<file path="src/rtl/wf_mode_sequencer_pkg.sv">
// Shared types and constants for the mode sequencer.
// Holds the FSM state enum, mode constants and the mode step helper.
package wf_pkg;

    localparam int MODE_W = 4;

    typedef enum logic [1:0] {
        BOOT,
        START,
        RUN,
        SHOW
    } wf_state_e;

    localparam logic [MODE_W-1:0] MODE_GOLDEN    = 4'd0;
    localparam logic [MODE_W-1:0] MODE_QSIM      = 4'd14;
    localparam logic [MODE_W-1:0] MODE_ROUNDTRIP = 4'd15;

    localparam logic [3:0] ERR_LED_PFX = 4'hE;

    function automatic logic [MODE_W-1:0] mode_step(
        input logic [MODE_W-1:0] m,
        input int unsigned       n
    );
        if ({28'd0, m} >= n - 1) return '0;
        return m + 1'b1;
    endfunction

endpackage

</file>
<file path="src/rtl/wf_mode_sequencer_if.sv">
// Start/done handshake between the sequencer and the compute core.
// The sequencer is master; the core is slave.
interface wf_core_if;
    import wf_pkg::*;

    logic              core_start;
    logic [MODE_W-1:0] core_mode;
    logic              core_done;
    logic [7:0]        core_result;

    modport master (
        output core_start, core_mode,
        input  core_done, core_result
    );

    modport slave (
        input  core_start, core_mode,
        output core_done, core_result
    );

endinterface

</file>
<file path="src/rtl/wf_btn_debounce.sv">
// Two-flop synchronizer plus counter debounce for an active-low button.
// Emits the stable level and a one-cycle pulse on each accepted press.
module wf_btn_debounce #(
    parameter int unsigned DEBOUNCE_CYCLES = 20
) (
    input  logic clk,
    input  logic rst_n,
    input  logic btn_n_i,
    output logic level_o,
    output logic press_o
);

    localparam int CW = $clog2(DEBOUNCE_CYCLES);

    logic          s1_q, s2_q;
    logic          level_q, level_d;
    logic          press_q, press_d;
    logic [CW-1:0] cnt_q, cnt_d;

    always_ff @(posedge clk or negedge rst_n) begin
        if (!rst_n) begin
            s1_q    <= 1'b1;
            s2_q    <= 1'b1;
            level_q <= 1'b1;
            press_q <= 1'b0;
            cnt_q   <= '0;
        end else begin
            s1_q    <= btn_n_i;
            s2_q    <= s1_q;
            level_q <= level_d;
            press_q <= press_d;
            cnt_q   <= cnt_d;
        end
    end

    // Any sample matching the stable level restarts the count.
    always_comb begin
        level_d = level_q;
        press_d = 1'b0;
        cnt_d   = '0;
        if (s2_q != level_q) begin
            if (cnt_q == CW'(DEBOUNCE_CYCLES - 1)) begin
                level_d = s2_q;
                press_d = !s2_q;
            end else begin
                cnt_d = cnt_q + 1'b1;
            end
        end
    end

    assign level_o = level_q;
    assign press_o = press_q;

endmodule

</file>
<file path="src/rtl/wf_mode_sequencer.sv">
// Button-driven mode stepper that starts the core and shows its result.
// Waits for core done or a timeout and latches the outcome onto the LEDs.
module wf_mode_sequencer
    import wf_pkg::*;
#(
    parameter int unsigned DEBOUNCE_CYCLES  = 20,
    parameter int unsigned AUTOSTART_CYCLES = 20,
    parameter int unsigned TIMEOUT_CYCLES   = 1024,
    parameter int unsigned DEFAULT_MODE     = 14,
    parameter int unsigned NUM_MODES        = 16
) (
    input  logic          WF_CLK,
    input  logic          rst_n,
    input  logic          btn_n,
    wf_core_if.master     core,
    output logic [7:0]    led,
    output logic          err,
    output logic          busy
);

    localparam int BW = $clog2(AUTOSTART_CYCLES);
    localparam int TW = $clog2(TIMEOUT_CYCLES);

    wf_state_e         state_q, state_d;
    logic [BW-1:0]     boot_q, boot_d;
    logic [TW-1:0]     tmo_q, tmo_d;
    logic [MODE_W-1:0] mode_q, mode_d;
    logic              pend_q, pend_d;
    logic [7:0]        led_q, led_d;
    logic              err_q, err_d;
    logic              press;
    logic              level_unused;

    wf_btn_debounce #(
        .DEBOUNCE_CYCLES(DEBOUNCE_CYCLES)
    ) u_btn (
        .clk    (WF_CLK),
        .rst_n  (rst_n),
        .btn_n_i(btn_n),
        .level_o(level_unused),
        .press_o(press)
    );

    always_ff @(posedge WF_CLK or negedge rst_n) begin
        if (!rst_n) begin
            state_q <= BOOT;
            boot_q  <= '0;
            tmo_q   <= '0;
            mode_q  <= MODE_W'(DEFAULT_MODE);
            pend_q  <= 1'b0;
            led_q   <= 8'h00;
            err_q   <= 1'b0;
        end else begin
            state_q <= state_d;
            boot_q  <= boot_d;
            tmo_q   <= tmo_d;
            mode_q  <= mode_d;
            pend_q  <= pend_d;
            led_q   <= led_d;
            err_q   <= err_d;
        end
    end

    always_comb begin
        state_d = state_q;
        boot_d  = boot_q;
        tmo_d   = tmo_q;
        mode_d  = mode_q;
        pend_d  = pend_q;
        led_d   = led_q;
        err_d   = err_q;
        unique case (state_q)
            BOOT: begin
                if (press) pend_d = 1'b1;
                if (boot_q == BW'(AUTOSTART_CYCLES - 1)) state_d = START;
                else boot_d = boot_q + 1'b1;
            end
            START: begin
                if (press) pend_d = 1'b1;
                tmo_d   = '0;
                state_d = RUN;
            end
            RUN: begin
                if (press) pend_d = 1'b1;
                if (core.core_done) begin
                    led_d = core.core_result;
                    err_d = 1'b0;
                    // A press landing with done still counts as pending.
                    if (pend_q || press) begin
                        mode_d  = mode_step(mode_q, NUM_MODES);
                        pend_d  = 1'b0;
                        state_d = START;
                    end else begin
                        state_d = SHOW;
                    end
                end else if (tmo_q == TW'(TIMEOUT_CYCLES - 1)) begin
                    led_d   = {ERR_LED_PFX, mode_q};
                    err_d   = 1'b1;
                    state_d = SHOW;
                end else begin
                    tmo_d = tmo_q + 1'b1;
                end
            end
            SHOW: begin
                if (press || pend_q) begin
                    mode_d  = mode_step(mode_q, NUM_MODES);
                    pend_d  = 1'b0;
                    state_d = START;
                end
            end
        endcase
    end

    assign core.core_start = (state_q == START);
    assign core.core_mode  = mode_q;
    assign busy            = (state_q == START) || (state_q == RUN);
    assign led             = led_q;
    assign err             = err_q;

endmodule

</file>
<file path="src/flat_wrapper.sv">
// flat-port wrapper written by rule: the top's interface ports become plain ports
module wf_mode_sequencer_flat import wf_pkg::*;
#(
    parameter int unsigned DEBOUNCE_CYCLES  = 20,
    parameter int unsigned AUTOSTART_CYCLES = 20,
    parameter int unsigned TIMEOUT_CYCLES   = 1024,
    parameter int unsigned DEFAULT_MODE     = 14,
    parameter int unsigned NUM_MODES        = 16
)
  (WF_CLK, rst_n, btn_n, led, err, busy, core_core_start, core_core_mode, core_core_done, core_core_result);
  wf_core_if core_i ();
  input  logic WF_CLK;
  input  logic rst_n;
  input  logic btn_n;
  output logic [7:0] led;
  output logic err;
  output logic busy;
  output wire logic [$bits(core_i.core_start)-1:0] core_core_start;
  output wire logic [$bits(core_i.core_mode)-1:0] core_core_mode;
  input wire logic [$bits(core_i.core_done)-1:0] core_core_done;
  input wire logic [$bits(core_i.core_result)-1:0] core_core_result;
  assign core_core_start = core_i.core_start;
  assign core_core_mode = core_i.core_mode;
  assign core_i.core_done = core_core_done;
  assign core_i.core_result = core_core_result;
  wf_mode_sequencer #(.DEBOUNCE_CYCLES(DEBOUNCE_CYCLES), .AUTOSTART_CYCLES(AUTOSTART_CYCLES), .TIMEOUT_CYCLES(TIMEOUT_CYCLES), .DEFAULT_MODE(DEFAULT_MODE), .NUM_MODES(NUM_MODES)) u_core (.WF_CLK(WF_CLK), .rst_n(rst_n), .btn_n(btn_n), .core(core_i), .led(led), .err(err), .busy(busy));
endmodule
</file>
<file path="config.mk">
export PLATFORM = sky130hd
export DESIGN_NAME = wf_mode_sequencer_flat
export DESIGN_NICKNAME = d
export VERILOG_FILES = /design/src/rtl/wf_mode_sequencer_pkg.sv /design/src/rtl/wf_mode_sequencer_if.sv /design/src/rtl/wf_btn_debounce.sv /design/src/rtl/wf_mode_sequencer.sv /design/src/flat_wrapper.sv
export SDC_FILE = /design/constraint.sdc
export NUM_CORES = 1
export LEC_CHECK = 0
export ABC_AREA = 1
export CAP_MARGIN = 25
export CORE_ASPECT_RATIO = 0.9
export CORE_MARGIN = 2
export CORE_UTILIZATION = 54
export DETAILED_ROUTE_END_ITERATION = 8
export GPL_TIMING_DRIVEN = 0
export PLACE_DENSITY = 0.78
export SYNTH_ARGS = -nofsm -noshare
export SYNTH_HDL_FRONTEND = slang
export SYNTH_SLANG_ARGS = --single-unit
</file>
<file path="constraint.sdc">
create_clock -name WF_CLK -period 1.9 [get_ports WF_CLK]
set_input_delay 0.57 -clock WF_CLK [delete_from_list [all_inputs] [get_ports WF_CLK]]
set_output_delay 0.57 -clock WF_CLK [all_outputs]
set_load 0.05 [all_outputs]
</file>
# Yosys cells after proc, flatten, opt, wreduce, memory -nomap -nowiden
# Index checks and enable logic that the tools add are counted.
[word_totals]
wordCells = 80
register_bits = 40
input_bits = 12
output_inout_bits = 15
[op_classes]
n_addsub = 4
eq_ne = 14
n_mux = 34
n_bitwise = 1
reduce_logical = 14
n_lt_le_gt_ge = 1
[ops]
columns = ["operator", "count"]
rows = [
  ["$mux W4", 6],
  ["$mux W10", 2],
  ["$pmux W10 S2", 1],
  ["$mux W8", 2],
  ["$mux W1", 13],
  ["$add A10 B1 Y10 const B", 1],
  ["$add A5 B1 Y5 const B", 2],
  ["$eq A10 B10 Y1 const B", 1],
  ["$eq A5 B5 Y1 const B", 2],
  ["$mux W2", 5],
  ["$mux W5", 2],
  ["$pmux W2 S4", 1],
  ["$pmux W4 S2", 1],
  ["$ne A2 B1 Y1 const B", 3],
  ["$ne A2 B2 Y1 const B", 3],
  ["$reduce_and A2 Y1", 3],
  ["$reduce_and A3 Y1", 2],
  ["$reduce_bool A2 Y1", 3],
  ["$add A4 B1 Y4 const B", 1],
  ["$eq A2 B2 Y1 const B", 2],
  ["$ge A4 B4 Y1 const B", 1],
  ["$reduce_and A4 Y1", 1],
  ["$ne A3 B2 Y1 const B", 1],
  ["$pmux W1 S3", 1],
  ["7 further kinds", 8],
]

# Logic depth before layout (Yosys ltp)
[depth]
word_depth = 9
ltp_mapped = 9
ltp_nobuf = 9

# By module
# A second synthesis with hierarchy kept.
[hier_totals]
cells_unflattened = 256
hier_area_um2 = 2108.3
[by_module_without_submodules]
columns = ["mod", "cells_each", "seq_area_each_um2", "area_per_inst_um2", "n_inst"]
rows = [
  ["wf_mode_sequencer", 214, 779.5, 1721.7, 1],
  ["wf_btn_debounce", 42, 229.0, 386.6, 1],
]

# Worst setup path before layout
# OpenSTA, ideal clock, no wires.
[synth_timing]
path_kind = "register to register"
start = "register u_core.state_q[1]"
end = "register u_core.tmo_q[0]"
path_slack_ps = 250
arrival_ps = 1573
path_stages_with_launch = 7
setup_ps = 77
required_time_ps = 1823
period_less_slack_ps = 1650
n_path_buf = 0
cell_sequence = "dfrtp_1 > inv_1 > ha_1 > nand2_1 > nand2_2 > nand2_1 > o21ai_1"
[synth_between]
elab_chain_len = 3
word_cells_on_any_way = 7
classes_between = "4 x eq/ne; 1 x mux; 2 x reduce/logical"
[synth_lines]
columns = ["element", "line", "text"]
rows = [
  ["from (decl)", "wf_mode_sequencer.sv:24", "wf_state_e state_q, state_d;"],
  ["from (signal assigned)", "wf_mode_sequencer.sv:54", "state_q <= state_d;"],
  ["$eq A2 B1 Y1 *", "n/a", ""],
  ["net core_core_start", "flat_wrapper.sv:18", "output wire logic [$bits(core_i.core_start)-1:0] core_core_start;"],
  ["$reduce_bool A2 Y1 (no line)", "n/a", ""],
  ["$reduce_and A3 Y1 (no line)", "n/a", ""],
  ["to (signal assigned)", "wf_mode_sequencer.sv:56", "tmo_q <= tmo_d;"],
  ["to (decl)", "wf_mode_sequencer.sv:26", "logic [TW-1:0] tmo_q, tmo_d;"],
]
# Mark *: on every way through the listed nets, which the timed path passes. The rest lies on a longest branch.
# A chain may end at the register's enable or synchronous reset.

# Final worst setup path
[layout_timing]
start = "register u_core.state_q[0]"
end = "output port busy"
[layout_between]
elab_chain_len = 2
word_cells_on_any_way = 3
classes_between = "2 x eq/ne; 1 x reduce/logical"
[layout_lines]
columns = ["element", "line", "text"]
rows = [
  ["$eq A2 B1 Y1 / $eq A2 B2 Y1 (equally long branches)", "wf_mode_sequencer.sv:116", "assign busy = (state_q == START) || (state_q == RUN);"],
  ["$logic_or A1 B1 Y1 *", "wf_mode_sequencer.sv:116", ""],
  ["to (decl)", "flat_wrapper.sv:17", "output logic busy;"],
]
# Mark *: on every way between the ends. The rest lies on a longest branch, timed or not.

==> results.toml <==
[status]
run_status = "finished clean"

[drt]
drt_drc_violations_left = 0
drt_pass1_iterations = 4
ant_nets = 0
detail_route.wirelength_um = 3600
avgRoutedWirePerCell_um = 11.1
drt-vias-per-instance = 4.98
drt_first_iter_violations = 47
num_vias = 1620

[yosys]
synth_fa_ha_area_share_pct = 5.45
synth_top_family_by_area = "simple AND/OR/NAND/NOR gates"
mappedNetlistArea_um2 = 2070
ys_ff_latch = 40
synth_sequential_area_ratio_pct = 48.8
ys.warnings.count = 0
post-synth-top-area-fraction_pct = 41.2
postSynth.topFlopCell = "dfrtp_1"
async_flop_share_pct = 100
yosys-mux-area-fraction_pct = 0
yosys-top-cells-area = "dfrtp_1 (41%), nand2_1 (11%), dfstp_2 (7.6%), nor2_1 (6.2%), nand3_1 (5.8%)"
post-synth-top-count-cell = "nand2_1"
synth_area_leader_cell = "dfrtp_1"
synth_simple_gate_area_share_pct = 28.1
netlist-cell-type-count = 26
synth_compound_area_share_pct = 7.87
syn_avg_cell_area_um2 = 8.40
synth_enable_flop_cells = 0
netlist_instances = 246
synth-xor-area-share_pct = 4.24
syn_nets = 267
synth.cells.most_frequent = "nand2_1 (63), dfrtp_1 (34), nor2_1 (34)"

[hold_path]
worst_hold_path.num_cells = 0
class_of_the_tightest_hold_or_removal_check = "flop to flop"

[timing]
timing_worst_slew_pin_value_ns = 0.852
period_needed_ns = 1.83
final-setup-viol-count = 0
slew_headroom_pct = 43.2
fmax_mhz = 546
max_slew_violation_count = 0
timing.final.crit_share_pct = 96.3
hold_viol_final = 0
grt_setup_unrepaired = "false"
fin_setup_tns_ns = 0
final.hold.worst_slack_ns = 0.360
final.setup_skew_ns = 0.00945

[die]
core_area_um2 = 3700
initial_utilization_pct = 55.8
design.portCount = 27
die_height_um = 62.7
die-width_um = 69.2
fp.dieArea_um2 = 4340
std_cell_rows = 21

[clock_tree]
cts_inserted_buffers = 5
cts.htree.levels = 2
clk_path_buf_depth = 2
ctsResizeCount = 31
tritoncts_num_sinks = 40
cts.hold.buffers_added = 0
worstSkewPairLatency_ns = 0.29
tritoncts = "yes"
clk_pin_slew_ns = 0.08
post_cts_buffers = 0
clock_tree.root_cell = "clkbuf_8"

[pwr]
worst_ir_drop_on_vdd_mv = 0.772
total_leakage_power_nw = 1.21
pwr_density_cell_nw_per_um2 = 1120

[grt]
global_route.overflow_total = 0
grt_pass1_wl_um = 6480
largest_net_degree_at_the_start_of_global_routing = 41
groute.usage.overall_pct = 18.5
grt_pass1_vias = 1487
initial_antenna_violation_count = 0

[critical_path]
worst-setup-path-type = "flop to primary output"
setup.worst_path.start_class = "flop"
cp.required_ns = 1.33
crit_path_end_kind = "primary output"
critPathMaxFanout = 5
timing.reg2reg.worst_path_depth = 7
critPathArrivalTime_ns = 1.26

[job]
max_cap_viols = 0

[final_layout]
design_area_um2 = 2450
antenna_cells_inserted = 0
syn2layout_area_growth_pct = 18.6
nNetsFinal = 300
post_route_cells_drive_above_1_share_pct = 14.7
final_util_pct = 66.2

[placement]
placedInstanceArea_um2 = 2380
port_buffers = 26
place.detailed.hpwl_um = 2670
routabilityCongestion = 0.843
==> metrics by stage <==
step | cells | setup slack [ns] | total power, W
6_report | 325 | 0.0697 | 0.00274
4_1_cts | 325 | 0.0114 | 0.00276
3_3_place_gp | 318 | -0.675 | 0.00228
2_1_floorplan | 246 | 0.250 | 0.00192
3_5_place_dp | 318 | -0.269 | 0.00229
5_1_grt | 325 | 0.0175 | 0.00290
==> metal layers <==
layer  global-route usage, %  up-vias  part of all wire, %
met5                       0        -                    0
met4                    6.62        0                  1.4
met3                    4.52        5                  3.0
met2                    30.2       18                   49
met1                    24.0      755                   47
li1                        -      842                    -
==> kinds of logic (layout without fill, tap and decap cells) <==
family / after synthesis / after routing
AO/OA/AOI/OAI: 26 / 26
adder cells (fa/ha/maj): 9 / 9
flip-flops: 40 / 40
AND/OR/NAND/NOR: 135 / 135
buffers and inverters: 26 / 59
XOR/XNOR: 10 / 10
==> power breakdown <==
part / total (W) / internal (W) / leakage [nW] / switching (W)
sequential: 0.00105 / 0.000976 / 0.491 / 0.0000764
combinational: 0.00116 / 0.000345 / 0.683 / 0.000814
clock: 0.000532 / 0.000248 / 0.0400 / 0.000284
==> layout by cell type, fill, tap and decap left out <==
master,instances
buf_4,1
o21a_1,2
o21ai_2,3
dfstp_2,6
clkinvlp_4,1
buf_2,2
nor2_4,1
dfrtp_2,1
inv_2,1
nand3_2,1
clkbuf_8,5
inv_1,22
xor2_1,8
a21boi_0,2
o21ai_0,10
dlygate4sd2_1,10
nand2_1,63
nor2_2,2
or2_2,1
nor3_1,1
buf_6,3
nand3b_1,2
a21oi_1,3
clkdlybuf4s50_1,10
ha_1,9
xnor2_1,2
nand2_2,6
nand3_1,24
o21ai_1,3
nor2_1,34
a21oi_2,3
dfrtp_1,33
clkinv_2,1
clkdlybuf4s15_2,3
==> path summary, 6_finish.rpt <==
path,startpoint,endpoint,slack [ns]
setup / recovery,u_core.state_q[0]$_DFFE_PN0P_,busy,0.07
hold / removal,u_core.u_btn.s1_q$_DFF_PN1_,u_core.u_btn.s2_q$_DFF_PN1_,0.36
setup reg to reg,u_core.state_q[0]$_DFFE_PN0P_,u_core.tmo_q[5]$_DFFE_PN0P_,0.27
hold reg to reg,u_core.u_btn.s1_q$_DFF_PN1_,u_core.u_btn.s2_q$_DFF_PN1_,0.36
max in group asynchronous,rst_n,u_core.state_q[0]$_DFFE_PN0P_,0.93
min in group asynchronous,rst_n,u_core.boot_q[0]$_DFFE_PN0P_,0.38
==> cell type report <==
| type | count | area (um^2) |
|---|---|---|
| plain buffers | 3 | 27.5 |
| clock buffers | 5 | 68.8 |
| clock inverters | 2 | 12.5 |
| fillers | 304 | 1250 |
| inverters | 23 | 86.3 |
| multi-input cells | 180 | 945 |
| flip-flops and latches | 40 | 1010 |
| well taps | 46 | 57.6 |
| repair buffers | 26 | 245 |
==> registers in the layout, summed over array words and instances, names as in the netlist <==
signal and flops:
u_core.boot_q 5, u_core.core.core_mode 4, u_core.err 1, u_core.led 8, u_core.pend_q 1, u_core.state_q 2
u_core.tmo_q 10, u_core.u_btn.cnt_q 5, u_core.u_btn.level_o 1, u_core.u_btn.press_o 1, u_core.u_btn.s1_q 1, u_core.u_btn.s2_q 1
==> worst max-delay path, stage by stage (launching register included) <==
cell and delay, ns:
dfrtp_2 0.41, inv_1 0.07, ha_1 0.33, buf_6 0.16
No activity file was read; power rests on OpenSTA's default activity.
